**config.mk**
```make
export PLATFORM = sky130hd
export DESIGN_NAME = lockout_pulse_timer_flat
export DESIGN_NICKNAME = d
export VERILOG_FILES = /design/src/rtl/lockout_pulse_timer_if.sv /design/src/rtl/lockout_pulse_timer.sv /design/src/flat_wrapper.sv
export SDC_FILE = /design/constraint.sdc
export NUM_CORES = 1
export LEC_CHECK = 0
export BUFFER_PORTS_ARGS = -buffer_cell sky130_fd_sc_hd__buf_2
export CORE_ASPECT_RATIO = 0.8
export CORE_UTILIZATION = 30
export DETAILED_ROUTE_END_ITERATION = 10
export GPL_ROUTABILITY_DRIVEN = 0
export GPL_TIMING_DRIVEN = 0
export MAX_ROUTING_LAYER = met4
export PLACE_DENSITY = 0.43
export SLEW_MARGIN = 40
export SYNTH_ARGS = -nofsm -noshare
export SYNTH_HDL_FRONTEND = slang
export SYNTH_SLANG_ARGS = --single-unit
```
**constraint.sdc**
```tcl
create_clock -name clk -period 3 [get_ports clk]
set_input_delay 0.6 -clock clk [delete_from_list [all_inputs] [get_ports clk]]
set_output_delay 0.6 -clock clk [all_outputs]
set_load 0.005 [all_outputs]
```
**src/rtl/lockout_pulse_timer_if.sv**
```systemverilog
// Control/status bundle for lockout_pulse_timer: trigger side in, per-channel status out.
interface lockout_pulse_timer_if #(
  parameter int unsigned CH = 4
);
  logic          en;
  logic [CH-1:0] trig;
  logic [CH-1:0] clr_miss;
  logic [CH-1:0] pulse;
  logic [CH-1:0] busy;
  logic [CH-1:0] miss;
  logic          any_pulse;

  modport master (
    output en, trig, clr_miss,
    input  pulse, busy, miss, any_pulse
  );

  modport slave (
    input  en, trig, clr_miss,
    output pulse, busy, miss, any_pulse
  );
endinterface

```
**src/rtl/lockout_pulse_timer.sv**
```systemverilog
// N-channel one-shot pulse generator: fires once per qualified trigger, then holds
// a programmable lockout window that either drops (and flags) or restarts on new triggers.
module lockout_pulse_timer #(
  parameter int unsigned CH          = 4,
  parameter int unsigned CW          = 5,
  parameter int unsigned LOCK_CYCLES = 15,
  parameter int unsigned RETRIG      = 0,
  parameter int unsigned EDGE        = 0
) (
  input  logic                  clk,
  input  logic                  rst_n,
  lockout_pulse_timer_if.slave  bus
);

  localparam logic [CW-1:0] LOAD = CW'(LOCK_CYCLES);
  localparam logic [CW-1:0] ONE  = CW'(1);

  typedef enum logic {
    IDLE = 1'b0,
    HOLD = 1'b1
  } state_t;

  logic [CH-1:0] prev;
  logic [CH-1:0] qual;
  logic [CH-1:0] pulse_q;
  logic [CH-1:0] busy_q;
  logic [CH-1:0] miss_q;

  // Trigger history is tracked even while disabled so re-enable sees true edges.
  always_ff @(posedge clk or negedge rst_n) begin
    if (!rst_n) begin
      prev <= '0;
    end else begin
      prev <= bus.trig;
    end
  end

  assign qual = (EDGE != 0) ? (bus.trig & ~prev) : bus.trig;

  for (genvar i = 0; i < CH; i++) begin : g_ch
    state_t        state;
    logic [CW-1:0] cnt;
    logic          pulse_r;
    logic          busy_r;
    logic          miss_r;
    logic          miss_set;

    // A trigger on the expiring edge is neither a refire nor a drop.
    assign miss_set = bus.en && (state == HOLD) && (cnt != ONE) && qual[i] && (RETRIG == 0);

    always_ff @(posedge clk or negedge rst_n) begin
      if (!rst_n) begin
        state   <= IDLE;
        cnt     <= '0;
        pulse_r <= 1'b0;
        busy_r  <= 1'b0;
      end else begin
        pulse_r <= 1'b0;
        if (bus.en) begin
          case (state)
            IDLE: begin
              if (qual[i]) begin
                state   <= HOLD;
                pulse_r <= 1'b1;
                busy_r  <= 1'b1;
                cnt     <= LOAD;
              end
            end
            HOLD: begin
              if (cnt == ONE) begin
                state  <= IDLE;
                busy_r <= 1'b0;
                cnt    <= '0;
              end else if (qual[i] && (RETRIG != 0)) begin
                cnt <= LOAD;
              end else begin
                cnt <= cnt - ONE;
              end
            end
            default: begin
              state  <= IDLE;
              busy_r <= 1'b0;
              cnt    <= '0;
            end
          endcase
        end
      end
    end

    // Sticky drop flag; a set wins over a simultaneous clear.
    always_ff @(posedge clk or negedge rst_n) begin
      if (!rst_n) begin
        miss_r <= 1'b0;
      end else if (miss_set) begin
        miss_r <= 1'b1;
      end else if (bus.clr_miss[i]) begin
        miss_r <= 1'b0;
      end
    end

    assign pulse_q[i] = pulse_r;
    assign busy_q[i]  = busy_r;
    assign miss_q[i]  = miss_r;
  end

  assign bus.pulse     = pulse_q;
  assign bus.busy      = busy_q;
  assign bus.miss      = miss_q;
  assign bus.any_pulse = |pulse_q;

endmodule

```
**src/flat_wrapper.sv**
```systemverilog
// flat-port wrapper written by rule: the top's interface ports become plain ports
module lockout_pulse_timer_flat 
#(
  parameter int unsigned CH          = 4,
  parameter int unsigned CW          = 5,
  parameter int unsigned LOCK_CYCLES = 15,
  parameter int unsigned RETRIG      = 0,
  parameter int unsigned EDGE        = 0
)
  (clk, rst_n, bus_en, bus_trig, bus_clr_miss, bus_pulse, bus_busy, bus_miss, bus_any_pulse);
  lockout_pulse_timer_if #(.CH(CH)) bus_i ();
  input  logic clk;
  input  logic rst_n;
  input wire logic [$bits(bus_i.en)-1:0] bus_en;
  input wire logic [$bits(bus_i.trig)-1:0] bus_trig;
  input wire logic [$bits(bus_i.clr_miss)-1:0] bus_clr_miss;
  output wire logic [$bits(bus_i.pulse)-1:0] bus_pulse;
  output wire logic [$bits(bus_i.busy)-1:0] bus_busy;
  output wire logic [$bits(bus_i.miss)-1:0] bus_miss;
  output wire logic [$bits(bus_i.any_pulse)-1:0] bus_any_pulse;
  assign bus_i.en = bus_en;
  assign bus_i.trig = bus_trig;
  assign bus_i.clr_miss = bus_clr_miss;
  assign bus_pulse = bus_i.pulse;
  assign bus_busy = bus_i.busy;
  assign bus_miss = bus_i.miss;
  assign bus_any_pulse = bus_i.any_pulse;
  lockout_pulse_timer #(.CH(CH), .CW(CW), .LOCK_CYCLES(LOCK_CYCLES), .RETRIG(RETRIG), .EDGE(EDGE)) u_core (.clk(clk), .rst_n(rst_n), .bus(bus_i));
endmodule
```
* Word-level counts from Yosys, hierarchy flattened
Index checks and enable logic that the tools add are counted.
Cells by class: multiplexer cells 52, $add $sub $neg 4, reductions and logical operators 25, divide/modulo/power cells 0, shift operators 0, equal/unequal tests 16, magnitude comparators 0, bitwise gates (word level) 4, $mul 0
Operators with widths (count):
- $mux W5 | 8
- $pmux W5 S2 | 4
- $mux W1 | 32
- $eq A5 B1 Y1 const B | 4
- $ne A5 B1 Y1 const B | 4
- $sub A5 B1 Y5 const B | 4
- $ne A2 B2 Y1 const B | 8
- $pmux W1 S2 | 8
- $logic_and A1 B1 Y1 | 12
- $reduce_and A3 Y1 | 4
- $reduce_and A2 Y1 | 4
- $reduce_bool A2 Y1 | 4
- $not A1 Y1 | 4
- $reduce_or A4 Y1 | 1
Storage, ports and cells: latch bits 0, input bits 11, register bits after elaboration 36, memories 0, memory bits (writable) 0, memory bits (read-only) 0

* Depth between registers and ports, before layout
word-level depth 4, mapped depth 5, depth with buffers taken out 5

* Least setup slack after synthesis
OpenSTA, ideal clock, no wires.
path kind input to register, start input bus_en, end register u_core.g_ch[2].cnt[3], buffers on the path 1, required time 2874 ps, arrival 1482 ps, stages on the path 4, setup slack 1392 ps, cells stage by stage buf_4 inv_2 or4_1 a221o_1
Between the ends: cells in the longest elaborated chain, start to end 1
RTL lines:
- start: declaration | RTL line flat_wrapper.sv:14 | input wire logic [$bits(bus_i.en)-1:0] bus_en;
- $reduce_and A2 Y1 (no line)
- end signal: assignment | RTL line lockout_pulse_timer.sv:77 | cnt <= cnt - ONE;
- end: declaration | RTL line lockout_pulse_timer.sv:42 | logic [CW-1:0] cnt;
No other way between the ends. A chain may end at the register's enable or synchronous reset.

* Worst setup path after layout
start register u_core.g_ch[3].pulse_r, end output bus_any_pulse
Between the ends: cells in the longest elaborated chain, start to end 1
RTL lines:
- start: declaration | RTL line lockout_pulse_timer.sv:43 | logic pulse_r;
- start signal: assignment | RTL line lockout_pulse_timer.sv:55 | pulse_r <= 1'b0;
- start signal: assignment | RTL line lockout_pulse_timer.sv:58 | pulse_r <= 1'b0;
- start signal: assignment | RTL line lockout_pulse_timer.sv:64 | pulse_r <= 1'b1;
- $reduce_or A4 Y1 | RTL line lockout_pulse_timer.sv:109 | assign bus.any_pulse = |pulse_q;
- end: declaration | RTL line flat_wrapper.sv:20 | output wire logic [$bits(bus_i.any_pulse)-1:0] bus_any_pulse;
No other way between the ends.

==> run_results.csv <==
group,metric,value,unit
status,status,"finished clean",
routing,drc,0,
setup_path,start_kind,"flop",
setup_path,reg2reg_to,"u_core.g_ch[0].cnt[4]",
floorplanning,die_y,73.22,um
global_routing,grt-ovfl-total,0,
power,p_leak,1.014,nW
setup_path,path_cells,"or4_1, buf_2",
clock_network,root_buffer,"clkbuf_8",
setup_path,slowest_delay,490,ps
global_routing,grt_pass1_vias,1447,
power,powerDensity,802.5,nW/um2
global_routing,track_usage,14.18,%
routing,firstDrtPassIters,6,
run,maxCapViolations,0,
sta,clock_skew,3.824,ps
synth,synth-edff-count,0,
synth,ys_ff_latch,36,
floorplanning,die_w,91.02,um
clock_network,cts_made_buffers,5,
sta,fin_setup_tns,0,ps
clock_network,post_cts_resized,0,
clock_network,clock_sinks,36,
clock_network,postCtsSetupBuffers,0,
hold_path,hp-class,"input pin to async pin",
layout,drive_gt1_share,24.88,%
synth,synth_area_leaders,"dfrtp_1 (47%), ha_1 (5.3%), buf_4 (5.1%)",
global_routing,antenna_found_initial,0,
setup_path,cpMaxStageDelayCell,"or4_1",
setup_path,worstRegToRegCells,5,
clock_network,path_clk_slew,70,ps
synth,yosys.area.top_type_share,47.37,%
sta,timing.final.crit_share,63.96,%
synth,ys_types,38,
layout,n_antenna_cell,0,
synth,avgSynthCellArea,10.17,um2
layout,syn_to_final_growth,17.63,%
routing,drt.antenna.violating_nets,0,
setup_path,worstPathRequired,2400,ps
layout,nets,236,
synth,async_reset_ff_share,100.0,%
floorplanning,dieArea,6664,um2
sta,rsz0062_at_grt,"false",
clock_network,htreeDepth,2,
setup_path,worstSetupPathType,"flop to primary output",
synth,syn-num-nets,206,
routing,routedWlPerCell,14.05,um
global_routing,grt_pass1_wl,7.120,mm
setup_path,r2r_start,"u_core.g_ch[0].cnt[0]",
synth,syn-cell-area,1902,um2
synth,synth_warnings,0,
synth,ys.flop_type,"dfrtp_1",
clock_network,ctsHoldBuffers,0,
setup_path,worst_setup_path_end_kind,"primary output",
clock_network,clock_path_buffers,2,
synth,yosysMostFrequentCell,"dfrtp_1",
synth,yosysTopAreaCell,"dfrtp_1",
floorplanning,io_pins,24,
power,power.total,1.795,mW
sta,setup_viol,0,
synth,netlist_instances,187,
setup_path,arrival,1320,ps
routing,wirelength,4.186,mm
sta,max_slew_margin,67.08,%
setup_path,crit_path_max_fanout,2,
power,irDropWorstVdd,331.2,uV
routing,vias,1502,
floorplanning,core-area,6006,um2
setup_path,rrSetupSlack,1350,ps
global_routing,grt_max_degree,20,
routing,viasPerCell,5.040,
synth,seq_area_frac_synth,47.37,%
routing,detail_route.iter0.violations,49,
sta,worstMarginPinSlew,493.7,ps
synth,synth_common_cells,"dfrtp_1 (36), inv_1 (18), buf_4 (13), nand2_1 (13), nor2_1 (10)",
placed_design,io_buffers,22,
sta,slew_violations,0,
clock_network,worstSkewPairLatency,290,ps
placed_design,dp_hpwl,2.980,mm
floorplanning,placementRows,25,
sta,max_freq,521.2,MHz
sta,final-hold-violation-count,0,
clock_network,cts_tree,"done",
floorplanning,start_util,31.67,%
sta,period_minus_slack,1919,ps
## kinds of logic after synthesis
group | after synthesis | synth area share (%)
adder cells (fa/ha/maj) | 8 | 5.263
multiplexers | 3 | 1.776
buffers and inverters | 39 | 10.53
flip-flops | 36 | 47.37
AO/OA/AOI/OAI | 49 | 18.95
AND/OR/NAND/NOR | 52 | 16.12
## how the worst max path moves through the flow
stage / startpoint / end / slack, ps / depth (start not counted)
after global placement: bus_en / u_core.g_ch[2].cnt[4] / 1290 / 5
after floorplan: bus_en / u_core.g_ch[2].cnt[3] / 1390 / 4
after detailed placement: bus_en / u_core.g_ch[2].cnt[3] / 1270 / 4
final: u_core.g_ch[3].pulse_r / bus_any_pulse / 1080 / 2
after CTS: u_core.g_ch[3].pulse_r / bus_any_pulse / 1070 / 2
after global routing: u_core.g_ch[2].pulse_r / bus_any_pulse / 1050 / 2
## layer usage
| layer | routed length (um) | GRT usage (%) | vias up |
|---|---|---|---|
| met4 | 43 | 4.762 | 0 |
| met5 | 0 | - | - |
| met1 | 2092 | 17.93 | 735 |
| met3 | 190 | 4.063 | 5 |
| li1 | - | - | 727 |
| met2 | 1859 | 21.97 | 35 |
## critical path: cells and delay by family, from the launching register on
kind,cells,cell delay [ps]
flops,1,400
buf+inv,1,140
simple gates,1,490
## flip-flops by register name, summed over array words and instances, names as in the netlist
signal	count
u_core.g_ch.pulse_r	4
u_core.g_ch.miss_r	4
u_core.g_ch.state	4
u_core.g_ch.busy_r	4
u_core.g_ch.cnt	20
## power breakdown
group,total [mW],switching [mW],internal [mW]
clock network,0.381,0.176,0.205
registers,0.824,0.175,0.649
logic,0.590,0.281,0.309
## cell usage in the layout, fill, tap and decap left out, types with 2 or more instances in the layout
cell / n
dfrtp_1: 36
buf_2: 26
inv_1: 18
buf_4: 13
nand2_1: 13
nor2_1: 10
a21oi_1: 8
ha_1: 8
clkbuf_8: 7
o21ai_0: 6
nor3_1: 5
a32oi_1: 5
a21o_1: 5
nand3_1: 5
a211o_1: 5
or4_1: 4
nor4b_2: 4
a22o_1: 4
nor3b_1: 4
o2bb2ai_1: 4
clkbuf_1: 3
mux2_2: 2
o41ai_1: 2
nor4_1: 2
o22ai_1: 2
a221o_1: 2
## layout make-up
type	instances	area, um2
multi-input combinational	112	800.8
buffer	20	128.9
fill	619	3769
sequential	36	900.9
inverter	19	71.32
clock buffer	7	96.34
timing repair buffer	23	137.6
tap	81	101.3
## through the flow
stage	utilization (%)	hold WS, ps	cell area [um2]	cells	setup WS (ps)
after floorplan	-	304.4	1902	187	1392
after global placement	35.19	475.5	2113	290	1285
after detailed placement	35.65	490.4	2141	291	1268
after CTS	37.25	277.3	2237	298	1065
after global routing	37.25	300.7	2237	298	1050
final	37.25	263.7	2237	298	1081
Power figures use the tool's default switching activity.
